**src/rtl/dsram_axi_bridge_pkg.sv**
```systemverilog
// dsram_axi_bridge_pkg: state encoding, AXI constants and size mapping shared by the data-side bridge
package dsram_axi_bridge_pkg;
  typedef enum logic [2:0] {IDLE, RD_ADDR, RD_DATA, WR_REQ, WR_RESP, DONE} state_e;
  localparam logic [1:0] BURST_INCR = 2'b01;
  localparam logic [1:0] RESP_OKAY  = 2'b00;
  function automatic logic [2:0] to_axsize(input logic [1:0] size);
    return {1'b0, size};
  endfunction
endpackage

```
**src/rtl/dsram_axi_bridge.sv**
```systemverilog
// dsram_axi_bridge: SRAM-like data port to single-beat AXI4 master, one transaction in flight.
// Define DSRAM_BRIDGE_ERR_EN to add data_sram_err, flagging SLVERR/DECERR alongside data_ok.
module dsram_axi_bridge
  import dsram_axi_bridge_pkg::*;
#(
  parameter int RD_ID = 1,
  parameter int WR_ID = 1,
  parameter int ID_W  = 4
) (
  input  logic            clk,
  input  logic            rstn,
  input  logic            data_sram_req,
  input  logic            data_sram_wr,
  input  logic [1:0]      data_sram_size,
  input  logic [31:0]     data_sram_addr,
  input  logic [3:0]      data_sram_wstrb,
  input  logic [31:0]     data_sram_wdata,
  output logic            data_sram_addr_ok,
  output logic            data_sram_data_ok,
  output logic [31:0]     data_sram_rdata,
`ifdef DSRAM_BRIDGE_ERR_EN
  output logic            data_sram_err,
`endif
  output logic [ID_W-1:0] arid,
  output logic [31:0]     araddr,
  output logic [7:0]      arlen,
  output logic [2:0]      arsize,
  output logic [1:0]      arburst,
  output logic            arvalid,
  input  logic            arready,
  input  logic [ID_W-1:0] rid,
  input  logic [31:0]     rdata,
  input  logic [1:0]      rresp,
  input  logic            rlast,
  input  logic            rvalid,
  output logic            rready,
  output logic [ID_W-1:0] awid,
  output logic [31:0]     awaddr,
  output logic [7:0]      awlen,
  output logic [2:0]      awsize,
  output logic [1:0]      awburst,
  output logic            awvalid,
  input  logic            awready,
  output logic [31:0]     wdata,
  output logic [3:0]      wstrb,
  output logic            wlast,
  output logic            wvalid,
  input  logic            wready,
  input  logic [ID_W-1:0] bid,
  input  logic [1:0]      bresp,
  input  logic            bvalid,
  output logic            bready
);
  state_e      state_q, state_d;
  logic [31:0] addr_q, addr_d, wdata_q, wdata_d, rdata_q, rdata_d;
  logic [1:0]  size_q, size_d;
  logic [3:0]  wstrb_q, wstrb_d;
  logic        aw_done_q, aw_done_d, w_done_q, w_done_d;
  logic        err_q, err_d;
  logic        unused_ok;

  // ids, rlast and the low response bit carry nothing the core needs
  assign unused_ok = ^{rid, rlast, bid, rresp, bresp, err_q};

  always_comb begin
    state_d   = state_q;
    addr_d    = addr_q;
    size_d    = size_q;
    wstrb_d   = wstrb_q;
    wdata_d   = wdata_q;
    rdata_d   = rdata_q;
    aw_done_d = aw_done_q;
    w_done_d  = w_done_q;
    err_d     = err_q;
    case (state_q)
      IDLE: if (data_sram_req) begin
        addr_d    = data_sram_addr;
        size_d    = data_sram_size;
        wstrb_d   = data_sram_wstrb;
        wdata_d   = data_sram_wdata;
        aw_done_d = 1'b0;
        w_done_d  = 1'b0;
        state_d   = data_sram_wr ? WR_REQ : RD_ADDR;
      end
      RD_ADDR: state_d = arready ? RD_DATA : RD_ADDR;
      RD_DATA: if (rvalid) begin
        rdata_d = rdata;
        err_d   = rresp[1];
        state_d = DONE;
      end
      WR_REQ: begin
        aw_done_d = aw_done_q | awready;
        w_done_d  = w_done_q | wready;
        state_d   = (aw_done_d && w_done_d) ? WR_RESP : WR_REQ;
      end
      WR_RESP: if (bvalid) begin
        err_d   = bresp[1];
        state_d = DONE;
      end
      default: state_d = IDLE;
    endcase
  end

  always_ff @(posedge clk) begin
    if (!rstn) begin
      state_q   <= IDLE;
      addr_q    <= '0;
      size_q    <= '0;
      wstrb_q   <= '0;
      wdata_q   <= '0;
      rdata_q   <= '0;
      aw_done_q <= 1'b0;
      w_done_q  <= 1'b0;
      err_q     <= 1'b0;
    end else begin
      state_q   <= state_d;
      addr_q    <= addr_d;
      size_q    <= size_d;
      wstrb_q   <= wstrb_d;
      wdata_q   <= wdata_d;
      rdata_q   <= rdata_d;
      aw_done_q <= aw_done_d;
      w_done_q  <= w_done_d;
      err_q     <= err_d;
    end
  end

  assign data_sram_addr_ok = (state_q == IDLE) && data_sram_req;
  assign data_sram_data_ok = state_q == DONE;
  assign data_sram_rdata   = rdata_q;
`ifdef DSRAM_BRIDGE_ERR_EN
  assign data_sram_err     = err_q;
`endif

  assign arid    = ID_W'(RD_ID);
  assign araddr  = addr_q;
  assign arlen   = 8'd0;
  assign arsize  = to_axsize(size_q);
  assign arburst = BURST_INCR;
  assign arvalid = state_q == RD_ADDR;
  assign rready  = state_q == RD_DATA;

  // each write channel drops its valid after its own handshake
  assign awid    = ID_W'(WR_ID);
  assign awaddr  = addr_q;
  assign awlen   = 8'd0;
  assign awsize  = to_axsize(size_q);
  assign awburst = BURST_INCR;
  assign awvalid = (state_q == WR_REQ) && !aw_done_q;
  assign wdata   = wdata_q;
  assign wstrb   = wstrb_q;
  assign wlast   = 1'b1;
  assign wvalid  = (state_q == WR_REQ) && !w_done_q;
  assign bready  = state_q == WR_RESP;
endmodule

```
**config.mk**
```make
export PLATFORM = sky130hd
export DESIGN_NAME = dsram_axi_bridge
export DESIGN_NICKNAME = d
export VERILOG_FILES = /design/src/rtl/dsram_axi_bridge_pkg.sv /design/src/rtl/dsram_axi_bridge.sv
export SDC_FILE = /design/constraint.sdc
export NUM_CORES = 1
export LEC_CHECK = 0
export BUFFER_PORTS_ARGS = -buffer_cell sky130_fd_sc_hd__buf_2
export CELL_PAD_IN_SITES_DETAIL_PLACEMENT = 0
export CELL_PAD_IN_SITES_GLOBAL_PLACEMENT = 1
export CORE_ASPECT_RATIO = 0.9
export CORE_MARGIN = 8
export CORE_UTILIZATION = 25
export DETAILED_ROUTE_END_ITERATION = 6
export PLACE_DENSITY_LB_ADDON = 0.1
export RECOVER_POWER = 25
export SLEW_MARGIN = 20
export SYNTH_ARGS = -nofsm -noshare
export SYNTH_HDL_FRONTEND = slang
export SYNTH_SLANG_ARGS = --single-unit
```
**constraint.sdc**
```tcl
create_clock -name clk -period 1.9 [get_ports clk]
set_clock_uncertainty 0.05 [all_clocks]
set_input_delay 0.38 -clock clk [delete_from_list [all_inputs] [get_ports clk]]
set_output_delay 0.38 -clock clk [all_outputs]
set_load 0.02 [all_outputs]
```
==> summary by stage, run 1 <==
Route
The wire length reported by the detailed router is 15000 um. For this run, the detailed router's first-pass iteration total came to 4. The count of nets left with antenna violations once routing finished came out at 0. After detailed routing, the number of vias per cell comes to 4.07. The detailed-route via count is 4100. Dividing the detail-routed wire length by the instance count gives 14.9 um. For this run, design rule violations remaining after detail routing come to 0. The number of DRC markers after the initial detailed-route iteration is 127.

Hold path
The class of the worst hold path is in -> reg. The startpoint of the lowest-slack hold path is data_sram_wdata[18]. The number of instances on the worst hold path is 3. The hold-critical path endpoint is wdata[18]$_SDFFE_PN0P_.

Placed design
The last weighted congestion value of the routability-driven placer is 0.731. The pre-CTS worst setup slack is -0.0170 ns. Input and output buffers added on the ports amount to 253. The instance area at placement is 5750 um^2.

The total half-perimeter wirelength after legalization and detailed placement is 11200 um. The number of placed instances, taps included, is 991.

Setup path
The highest cell delay on the worst timing path is 0.57 ns. Counting both buffers and inverters, the worst setup path holds a total of 2. The worst setup path is launched from a register. The worst-case reg-to-reg path depth is 6. The nature of the critical path endpoint is an output port. In this run the worst path has a maximum fanout of 3. The required time reported for the critical path endpoint is 1.47 ns.

The family of cells with the greatest summed delay on the critical path is simple AND/OR/NAND/NOR gates. For the worst setup path, the data arrival time is 1.42 ns. In this run the critical register-to-register path is captured at araddr[13]$_SDFFE_PN0P_. The worst register-to-register path has a setup slack of 0.22 ns. The critical path start-end classification is reg -> out.

The critical path runs through a total of 3 cells. The startpoint identified for the worst register-to-register timing path is state_q[0]$_SDFFE_PN0P_. Traced cell by cell, the critical path runs through or4b_4, clkinv_4, buf_6. The cell with the largest stage delay on the worst path is sky130_fd_sc_hd__or4b_4.

Run
The tool flagged a number of max-cap violations equal to 0.

Die
The placeable core area is 18200 um^2. The floorplan step set the die width to 159 um. The row count is 47. The area of the die is 23100 um^2. 298 I/O pins were placed. The die is 145 um tall. The starting density of the core is 25.3%.

Yosys
The synthesized netlist contains 34 unique library cells. Each instance of the synthesized netlist takes up on average 8.35 um^2. The largest total area in the synthesized netlist belongs to sky130_fd_sc_hd__dfxtp_1. The number of synthesized register bits is 107. Yosys printed 0 warnings. By count the netlist is led by sky130_fd_sc_hd__nand2_1, sky130_fd_sc_hd__dfxtp_1, sky130_fd_sc_hd__a21boi_1.

The number of enable flip-flop cells after synthesis is 0. The share of synthesized area in the top cell type comes to 46.4%. After synthesis, the share of flip-flops with an asynchronous set or reset is 0%. The synthesized netlist occupies a cell area of 4610 um^2. The gate count after technology mapping is 552. For this run, the register share of the synthesized area comes to 46.4%. In the post-synthesis netlist, the biggest area contributors are sky130_fd_sc_hd__dfxtp_1, sky130_fd_sc_hd__nand2_1, sky130_fd_sc_hd__a21boi_1.

Among all cell types in the netlist, the one instantiated most often is sky130_fd_sc_hd__nand2_1. The most used flip-flop cell after synthesis is sky130_fd_sc_hd__dfxtp_1.

Clock tree
TritonCTS built the clock tree. Hold repair after CTS inserted 0 buffers. The total number of H-tree levels is 3.

The number of buffers on the longest clock path is 2. Clock-pin slew was measured on the worst setup and hold paths at 0.07 ns. The clock latency at the later pin of the worst-skew pair is 0.34 ns.

Clock tree synthesis inserted a total of 9 buffers. The cell chosen for the clock root is sky130_fd_sc_hd__clkbuf_16. The clock net sink count is 107.

Pwr
The share of total power dissipated in sequential elements is 40.2%. The worst-case IR drop observed on VDD is 0.413 mV. The cell area power density is 1120 nW/um^2. Of the total power, combinational logic draws 31.6%. The internal power summed over all cells is 4.29 mW. The leakage power summed over all cells is 2.67 nW. For this design the total switching power over the nets is 2.42 mW.

Summing internal, switching and leakage power gives 6.71 mW. Net switching is 36.1% of the power. The part of the total power dissipated in the clock network is 28.2%.

Final layout
The share of cells above drive strength 1 is 29.5%. The final standard cell count with taps included and fillers excluded is 1007. The cell area after layout is 5990 um^2.

The repair_antennas step left the layout with diodes totalling 0. The area growth from synthesis to layout is 29.9%. The post-layout utilization of the core is 32.9%. The net total in the final layout is 882.

STA
The final total negative setup slack is 0 ns. The post-layout worst setup margin is 0.0483 ns. The final worst hold slack is 0.215 ns. The worst-margin pin slew is 0.587 ns. Setup repair after global routing could not meet its margin everywhere. The number of endpoints with negative hold slack in the final report is 0.

Derived from the worst setup path, the maximum achievable clock frequency is 0.540 GHz. The time the worst path needs with I/O delays and setup is 1.85 ns. The worst slew slack as a fraction of its limit is 60.9%.

The fraction of the cycle the final worst path needs is 97.5%. The number of pins exceeding their max-slew limit in the final report was 0. Setup violations remaining at the end of the flow were counted as 0.

Outcome
The run finished with clean final reports.

Global route
The aggregate global-route resource usage is 12.6%. The pin count of the biggest net entering global routing is 108. The most utilized layer in the global route result is met2. Global routing consumed, on the met2 layer, 21.0% of the routing resources.

Global routing consumed, on the met1 layer, 14.2% of the routing resources. The initial antenna violation count is 4. Summed over all layers, the global routing overflow is 0. The met3 capacity usage during global routing is 6.22%. The via count of the first global-routing pass came to 4161.

The first global-routing pass estimated 23000 um of wire.
## tightest hold or removal path: stages
cell and delay (ns):
sky130_fd_sc_hd__buf_2 0.09, sky130_fd_sc_hd__nand2_1 0.04, sky130_fd_sc_hd__a21boi_1 0.04
## final cells by class
type	count	area, um^2
clock buffer	11	243
clock inverter	4	51.3
fill	2042	12200
inverter	2	12.5
multi-input combinational	371	1900
sequential	107	2140
tap	245	307
timing repair buffer	267	1340
## layer usage
metal / vias to the layer above / share of wire, %
met3: 18 / 9.4
met1: 1830 / 42
met5: - / 0.35
met4: 8 / 0.87
li1: 2080 / -
met2: 164 / 48
## cell families (layout without fill, tap and decap cells)
family	after synthesis	count (layout)	synth area share (%)
xor gates and xnor gates	1	1	0.190
and+or+nand+nor	225	225	19.7
DFF	107	107	46.4
other	2	31	0.163
AOI/OAI and AO/OA	113	113	18.3
buffers and inverters	103	284	15.0
muxes	1	1	0.217
## layout by cell type (no fill, tap or decap), types with 2 or more instances in the layout
master / instances
sky130_fd_sc_hd__clkbuf_1: 63
sky130_fd_sc_hd__nor3b_2: 2
sky130_fd_sc_hd__clkbuf_16: 9
sky130_fd_sc_hd__o22ai_1: 2
sky130_fd_sc_hd__clkinv_4: 2
sky130_fd_sc_hd__a21boi_0: 30
sky130_fd_sc_hd__nor2_1: 4
sky130_fd_sc_hd__dfxtp_1: 106
sky130_fd_sc_hd__and3b_1: 2
sky130_fd_sc_hd__a22oi_1: 3
sky130_fd_sc_hd__buf_12: 3
sky130_fd_sc_hd__nand2_1: 205
sky130_fd_sc_hd__buf_2: 190
sky130_fd_sc_hd__conb_1: 31
sky130_fd_sc_hd__a21boi_1: 73
sky130_fd_sc_hd__buf_4: 11
sky130_fd_sc_hd__nor2b_1: 3
## how the worst max path moves through the flow
stage | startpoint | to | slack, ns
detailed placement | data_sram_req | wdata[16]$_SDFFE_PN0P_ | -0.02
CTS | state_q[1]$_SDFFE_PN0P_ | data_sram_addr_ok | 0.005
global route | state_q[0]$_SDFFE_PN0P_ | data_sram_addr_ok | -0.02
global placement | data_sram_req | araddr[3]$_SDFFE_PN0P_ | -0.02
finish | state_q[0]$_SDFFE_PN0P_ | data_sram_addr_ok | 0.05
floorplan | state_q[2]$_SDFFE_PN0P_ | data_sram_addr_ok | 0.25
## registers in the layout, indices dropped and copies added, names as in the netlist
signal / cells
size_q: 2
wdata: 32
wstrb: 4
araddr: 32
data_sram_rdata: 32
state_q: 3
w_done_q: 1
aw_done_q: 1
## power by group through the flow
| stage | clock network (mW) | logic (mW) | registers, mW |
|---|---|---|---|
| global route | 2.07 | 2.35 | 2.74 |
| CTS | 1.98 | 2.22 | 2.70 |
| detailed placement | 0 | 2.19 | 2.75 |
| floorplan | 0 | 1.26 | 3.06 |
| global placement | 0 | 2.18 | 2.73 |
| finish | 1.89 | 2.12 | 2.70 |
## what timing repair did
item | 4_1_cts | 5_1_grt
setup endpoints to repair | 1 | 2
endpoints found under the hold margin | 0 | 0
setup buffers | 1 | 0
gates resized for setup | 2 | 3
pin swaps | 1 | 1
gates cloned | 0 | 0
Power figures use the tool's default switching activity.
==> run 2, diff against run 1 <==
--- a/constraint.sdc
+++ b/constraint.sdc
@@ -4,2 +4,2 @@
 set_output_delay 0.38 -clock clk [all_outputs]
-set_load 0.02 [all_outputs]
+set_load 0.1 [all_outputs]
==> summary by stage, run 2 (same netlist as run 1, synthesis figures left out) <==
Outcome
The flow ran to the end, but the final reports show violations. The checks that failed: negative setup slack.

Final layout
The share of cells above drive strength 1 is 38.6% (+9.1 points). Leaving out fill and tap cells, the most frequent cells in the layout are sky130_fd_sc_hd__nand2_1, sky130_fd_sc_hd__buf_2, sky130_fd_sc_hd__dfxtp_1, sky130_fd_sc_hd__a21boi_1, sky130_fd_sc_hd__clkbuf_2. The filler cell count in the final layout came to 1968 (-3.6%). The net total in the final layout is 887 (+0.57%).

The commonest non-fill, non-tap cell in the layout is sky130_fd_sc_hd__nand2_1. The cell area after layout came to 6310 um^2 (+5.4%). Relative to the synthesized area, the layout overhead comes to 36.9%.

STA
Setup repair after global routing could not meet its margin everywhere. The final worst hold slack was 0.213 ns (-0.00187 ns). The number of endpoints with negative hold slack in the final report is 0 (unchanged). The time the worst path needs with I/O delays and setup is 1.92 ns (+0.0642 ns). The achievable clock frequency is 0.522 GHz (-3.4%). The worst slew slack as a fraction of its limit is 62.4% (+1.5 points). The number of pins exceeding their max-slew limit in the final report was 0 (unchanged). The number of failing setup endpoints in the final timing report was 1 (+1). The worst-margin pin slew came to 0.566 ns (-0.0204 ns). The fraction of the cycle the final worst path needs is 101% (+3.4 points).

The post-layout worst setup margin came to -0.0159 ns (-0.0642 ns).

Setup path
The critical path start-end classification is reg -> out. The data arrival time at the worst-slack endpoint came to 1.49 ns (+0.07 ns). The required time reported for the critical path endpoint is 1.47 ns (about the same).

The maximum fanout count along the critical path is 2 (-1). In this run the worst setup path terminates at data_sram_addr_ok. STA classifies the critical path startpoint as a register. The startpoint of the most critical register-to-register path is state_q[1]$_SDFFE_PN0P_. STA classifies the critical path endpoint as an output port.

The worst register-to-register path ends at aw_done_q$_SDFFE_PN0P_. The worst setup slack for register-to-register paths is 0.13 ns (-0.09 ns). In this run the worst setup path begins at state_q[1]$_SDFFE_PN0P_. The worst-case reg-to-reg path depth is 5 (-1).

Route
The detailed-routing iteration count for the pre-antenna-repair pass is 4 (unchanged). The number of DRC markers after the initial detailed-route iteration is 131 (+3.1%). The post-detailed-route DRC marker count came to 0 (unchanged).

The routed wirelength normalized by instance count was 15.0 um (+0.52%). The antenna violation net count after detailed routing is 0 (unchanged). The detailed-route via count is 4161 (+1.5%). The wire length reported by the detailed router is 15200 um (+1.1%).

The ratio of routed vias to standard cells came to 4.11 (+0.89%).

Die
The die height came to 145 um (unchanged). The row count was 47 (unchanged). The placeable core area was 18200 um^2 (unchanged). The die outline width is 159 um (unchanged). The starting density of the core came to 25.3% (unchanged).

The area of the die is 23100 um^2 (unchanged). The number of top-level pins is 298 (unchanged).

Global route
The via count of the first global-routing pass is 4219 (+1.4%). The aggregate global-route resource usage is 12.7% (+0.15 points). The remaining global-route overflow is 0 (unchanged).

The initial antenna violation count was 3 (-1). The wire length of the first global-routing pass is 23200 um (+0.75%). The pin count of the biggest net entering global routing is 61 (-44%).

Pwr
The internal power summed over all cells was 4.49 mW (+4.7%). The cell area power density came to 1520 nW/um^2 (+35%). The leakage power summed over all cells is 2.97 nW (+11%). The share of total power in combinational logic is 52.1% (+21 points).

The sequential share of power is 28.2% (-12 points). The part of the total power dissipated in the clock network was 19.7% (-8.5 points). The net switching power of the design came to 5.09 mW (+110%).

The switching part of the total is 53.2% (+17 points). The largest voltage drop on the vdd net is 0.538 mV (+30%).

Hold path
In this run the most critical hold path is launched from data_sram_wdata[20]. The class of the worst hold path is in -> reg.

Clock tree
The number of hold-repair buffers added at the cts stage is 0 (unchanged). The total number of H-tree levels was 3 (unchanged). TritonCTS built the clock tree. The number of buffers on the longest clock path is 2 (unchanged).

The total clock buffers created by CTS is 9 (unchanged). The cell chosen for the clock root is sky130_fd_sc_hd__clkbuf_16. The clock latency at the later pin of the worst-skew pair is 0.34 ns (about the same). The clock-pin slew on the worst setup and hold paths came to 0.07 ns (about the same). The clock net sink count is 107 (unchanged).

Placed design
The instance area at placement is 5930 um^2 (+3.2%). The last weighted congestion value of the routability-driven placer is 0.723 (-1.2%). The total half-perimeter wirelength after legalization and detailed placement is 11300 um (+0.50%). The number of input and output port buffers inserted is 253 (unchanged).

Run
The max-cap violation count was 0 (unchanged).
[run 2: cell types whose count changed in the layout (fill, tap and decap cells not counted), sizes merged]
cell and delta:
clkbuf -6, diode +1, buf +11
[run 2: how the worst min path moves through the flow]
stage	end	depth (start not counted)	slack, ns
2_1_floorplan	data_sram_rdata[0]$_SDFFE_PN0P_	2	0.46
3_3_place_gp	wdata[28]$_SDFFE_PN0P_	2	0.39
3_5_place_dp	wdata[27]$_SDFFE_PN0P_	2	0.39
4_1_cts	wdata[20]$_SDFFE_PN0P_	3	0.19
5_1_grt	wdata[20]$_SDFFE_PN0P_	3	0.19
6_report	wdata[20]$_SDFFE_PN0P_	3	0.21
[run 2: power groups by stage]
stage	sequential (mW)	combinational (mW)	clock (mW)
2_1_floorplan	4.64	2.36	0
3_3_place_gp	2.73	4.96	0
3_5_place_dp	2.75	4.97	0
4_1_cts	2.70	5.05	1.99
5_1_grt	2.74	5.23	2.07
6_report	2.70	4.99	1.89
[run 2: cell type report]
type | count | area, um^2 | share of cell area, %
clock buffers | 11 | 243 | 3.84
diodes | 1 | 2.50 | 0.0396
clock inverters | 4 | 51.3 | 0.812
flip-flops and latches | 107 | 2140 | 34.0
multi-input cells | 371 | 1940 | 30.7
repair buffers | 272 | 1610 | 25.5
well taps | 245 | 307 | 4.85
inverters | 2 | 20.0 | 0.317
[run 2: critical path, cell delays in order (launching register included)]
cell and delay, ns:
sky130_fd_sc_hd__dfxtp_2 0.32, sky130_fd_sc_hd__or4b_4 0.58, sky130_fd_sc_hd__clkinv_8 0.08, sky130_fd_sc_hd__buf_16 0.16
[run 2: per-stage QoR]
step,cells,total power [mW],TNS [ns],utilization (%),setup slack [ns]
2_1_floorplan,581,7.00,-3.39,-,-0.112
3_3_place_gp,991,7.69,0,32.5,0.0669
3_5_place_dp,991,7.72,0,32.5,0.0501
4_1_cts,1010,9.74,-0.103,34.5,-0.0499
5_1_grt,1012,10.0,-0.268,34.6,-0.0667
6_report,1013,9.58,-0.0159,34.6,-0.0159
[run 2: what timing repair did]
item                       in CTS  in global routing
setup buffers                   4                  2
pin swaps                       3                  3
gates resized for setup         6                  2
setup endpoints to repair       3                  5
[run 2: per-layer routing]
layer  wire (um)  share of wire, %  up-vias  global-route usage (%)
met1        6170                41     1884                    13.8
met2        7410                49      162                    21.8
met3        1340               8.8       17                    5.88
li1            -                 -     2094                       -
met5          22              0.15        -                       0
met4         215               1.4        4                    4.07
==> run 3, diff against run 2 <==
Settings changed: SETUP_SLACK_MARGIN from default to 0.3.
==> summary by stage, run 3 (same netlist as run 1, synthesis figures left out) <==
Outcome
The run finished, with violations left. The final reports fail on negative setup slack.

Final layout
The cell area after layout came to 6860 um^2 (+8.6%). The net total in the final layout came to 903 (+1.8%). The library cells used most frequently in the layout, excluding fill and tap cells, are sky130_fd_sc_hd__buf_2, sky130_fd_sc_hd__nand2_1, sky130_fd_sc_hd__a21boi_1, sky130_fd_sc_hd__dfxtp_1, sky130_fd_sc_hd__clkbuf_2. The antenna diode count is 0 (-1). The share of cells above drive strength 1 is 50.3% (+12 points). The filler cell count in the final layout was 1950 (-0.91%). The library cell used most frequently in the layout, excluding fill and tap cells, is sky130_fd_sc_hd__buf_2. The area growth from synthesis to layout is 48.7%.

STA
The achievable clock frequency is 0.517 GHz (-0.95%). The fraction of the cycle the final worst path needs is 102% (+0.97 points). The time the worst path needs with I/O delays and setup is 1.93 ns (+0.0184 ns). The final total negative setup slack is -0.0579 ns (-0.0420 ns). The worst slew slack as a fraction of its limit is 62.6% (+0.20 points). The number of endpoints with negative hold slack in the final report came to 0 (unchanged). The number of pins exceeding their max-slew limit in the final report came to 0 (unchanged).

The number of failing setup endpoints in the final timing report is 2 (+1). Setup repair after global routing could not meet its margin everywhere. The worst-margin pin slew is 0.563 ns (-0.00299 ns). The post-layout worst setup margin is -0.0343 ns (-0.0184 ns).

Route
The number of DRC markers after the initial detailed-route iteration is 118 (-9.9%). The wire length reported by the detailed router was 16200 um (+7.0%). The routed wirelength normalized by instance count was 15.8 um (+5.5%).

The post-detailed-route DRC marker count is 0 (unchanged). The ratio of routed vias to standard cells is 4.15 (+1.1%). The detailed-route via count is 4267 (+2.5%).

The antenna violation net count after detailed routing came to 0 (unchanged). The detailed-routing iteration count for the pre-antenna-repair pass is 4 (unchanged).

Clock tree
The clock latency at the later pin of the worst-skew pair is 0.34 ns (about the same). The cell sitting at the root of the clock tree is a sky130_fd_sc_hd__clkbuf_16. The clock-pin slew on the worst setup and hold paths is 0.07 ns (about the same). The clock net sink count is 107 (unchanged). The number of buffers on the longest clock path is 2 (unchanged).

The CTS tree is yes. The total clock buffers created by CTS is 9 (unchanged). The number of hold-repair buffers added at the cts stage is 0 (unchanged). The total number of H-tree levels is 3 (unchanged).

Die
The die height is 145 um (unchanged). The number of top-level pins is 298 (unchanged). The row count is 47 (unchanged).

The starting density of the core was 25.3% (unchanged). The die outline width is 159 um (unchanged). The placeable core area was 18200 um^2 (unchanged).

The area of the die was 23100 um^2 (unchanged).

Setup path
The cell with the largest stage delay on the worst path is sky130_fd_sc_hd__or4b_4. The sort of element at the start of the critical path is a register. The data arrival time at the worst-slack endpoint is 1.50 ns (about the same). The critical path goes through or4b_4, clkinv_8, buf_16. The required time reported for the critical path endpoint is 1.47 ns (about the same).

The maximum fanout count along the critical path is 3 (+1). The highest cell delay on the worst timing path is 0.59 ns (about the same). Broken down by cell family, the worst path's largest delay share belongs to simple AND/OR/NAND/NOR gates.

The worst setup path is of the reg -> out kind. The number of buffers and inverters on the critical path is 2 (unchanged). The worst setup slack for register-to-register paths was 0.07 ns (-0.06 ns). The nature of the critical path endpoint is an output port.

Placed design
The total half-perimeter wirelength after legalization and detailed placement came to 10800 um (-3.9%). The last weighted congestion value of the routability-driven placer came to 0.701 (-2.9%). The pre-CTS worst setup slack is 0.191 ns (+0.141 ns). The instance area at placement came to 5940 um^2 (about the same). The number of input and output port buffers inserted was 253 (unchanged).

Run
The max-cap violation count was 0 (unchanged).

Global route
The wire length of the first global-routing pass is 24200 um (+4.4%). The pin count of the biggest net entering global routing is 108 (+77%). The via count of the first global-routing pass is 4264 (+1.1%).

The initial antenna violation count is 3 (unchanged). The aggregate global-route resource usage is 13.4% (+0.73 points). The remaining global-route overflow came to 0 (unchanged).

Pwr
The share of total power in combinational logic is 54.3% (+2.2 points). The sequential share of power was 27.2% (-1.0 points). The internal power summed over all cells is 4.76 mW (+6.1%).

The net switching power of the design is 5.25 mW (+3.0%). The largest voltage drop on the vdd net is 0.468 mV (-13%). The part of the total power dissipated in the clock network is 18.5% (-1.2 points). The switching part of the total is 52.4% (-0.73 points). The total chip power is 10.0 mW (+4.5%). The leakage power summed over all cells is 3.25 nW (+9.4%). The cell area power density came to 1460 nW/um^2 (-3.8%).

Hold path
The class of the worst hold path is in -> reg.
==> run 3: through the flow <==
step | cells | hold slack (ns) | utilization [%]
finish | 1027 | 0.212 | 37.6
detailed placement | 988 | 0.392 | 32.6
floorplan | 581 | 0.457 | -
global route | 1027 | 0.194 | 37.6
CTS | 1022 | 0.189 | 36.6
global placement | 988 | 0.389 | 32.6
==> run 3: cell type report <==
type / count / area, um^2 / share of cell area, %
inverters: 2 / 20.0 / 0.292
clock buffers: 10 / 229 / 3.34
flip-flops and latches: 107 / 2190 / 32.0
clock inverters: 4 / 52.6 / 0.766
multi-input cells: 371 / 2130 / 31.1
well taps: 245 / 307 / 4.47
repair buffers: 288 / 1930 / 28.1
==> run 3: worst paths after layout <==
| path | startpoint | cells past startpoint | endpoint |
|---|---|---|---|
| setup / recovery | state_q[1]$_SDFFE_PN0P_ | 3 | data_sram_addr_ok |
| hold / removal | data_sram_addr[15] | 3 | araddr[15]$_SDFFE_PN0P_ |
| setup reg to reg | state_q[1]$_SDFFE_PN0P_ | 6 | wdata[19]$_SDFFE_PN0P_ |
| hold reg to reg | data_sram_rdata[1]$_SDFFE_PN0P_ | 2 | data_sram_rdata[1]$_SDFFE_PN0P_ |
==> run 3: worst min-delay path, delay by kind of cell <==
family | cells | cell delay (ns)
compound gates | 1 | 0.05
simple gates | 1 | 0.04
buf+inv | 1 | 0.09
==> run 3: per-layer routing <==
layer	global-route usage [%]	part of all wire [%]	vias to the layer above	routed length, um
li1	-	-	2136	-
met3	5.74	7.9	15	1290
met2	22.5	48	160	7860
met5	0	0.22	-	35
met1	15.5	42	1950	6840
met4	3.87	1.1	6	184
==> run 3: what timing repair did <==
action / 4_1_cts / 5_1_grt
pin swaps: 39 / 19
gates resized for setup: 47 / 59
setup endpoints to repair: 89 / 139
gates cloned: 8 / 2
setup buffers: 12 / 3
==> run 3: power by group through the flow <==
stage | Combinational [mW] | Sequential, mW | Clock (mW)
after floorplan | 2.40 | 4.67 | 0
after global placement | 4.91 | 2.76 | 0
after detailed placement | 4.93 | 2.78 | 0
after CTS | 5.41 | 2.73 | 1.95
after global routing | 5.67 | 2.77 | 2.04
final | 5.43 | 2.73 | 1.85
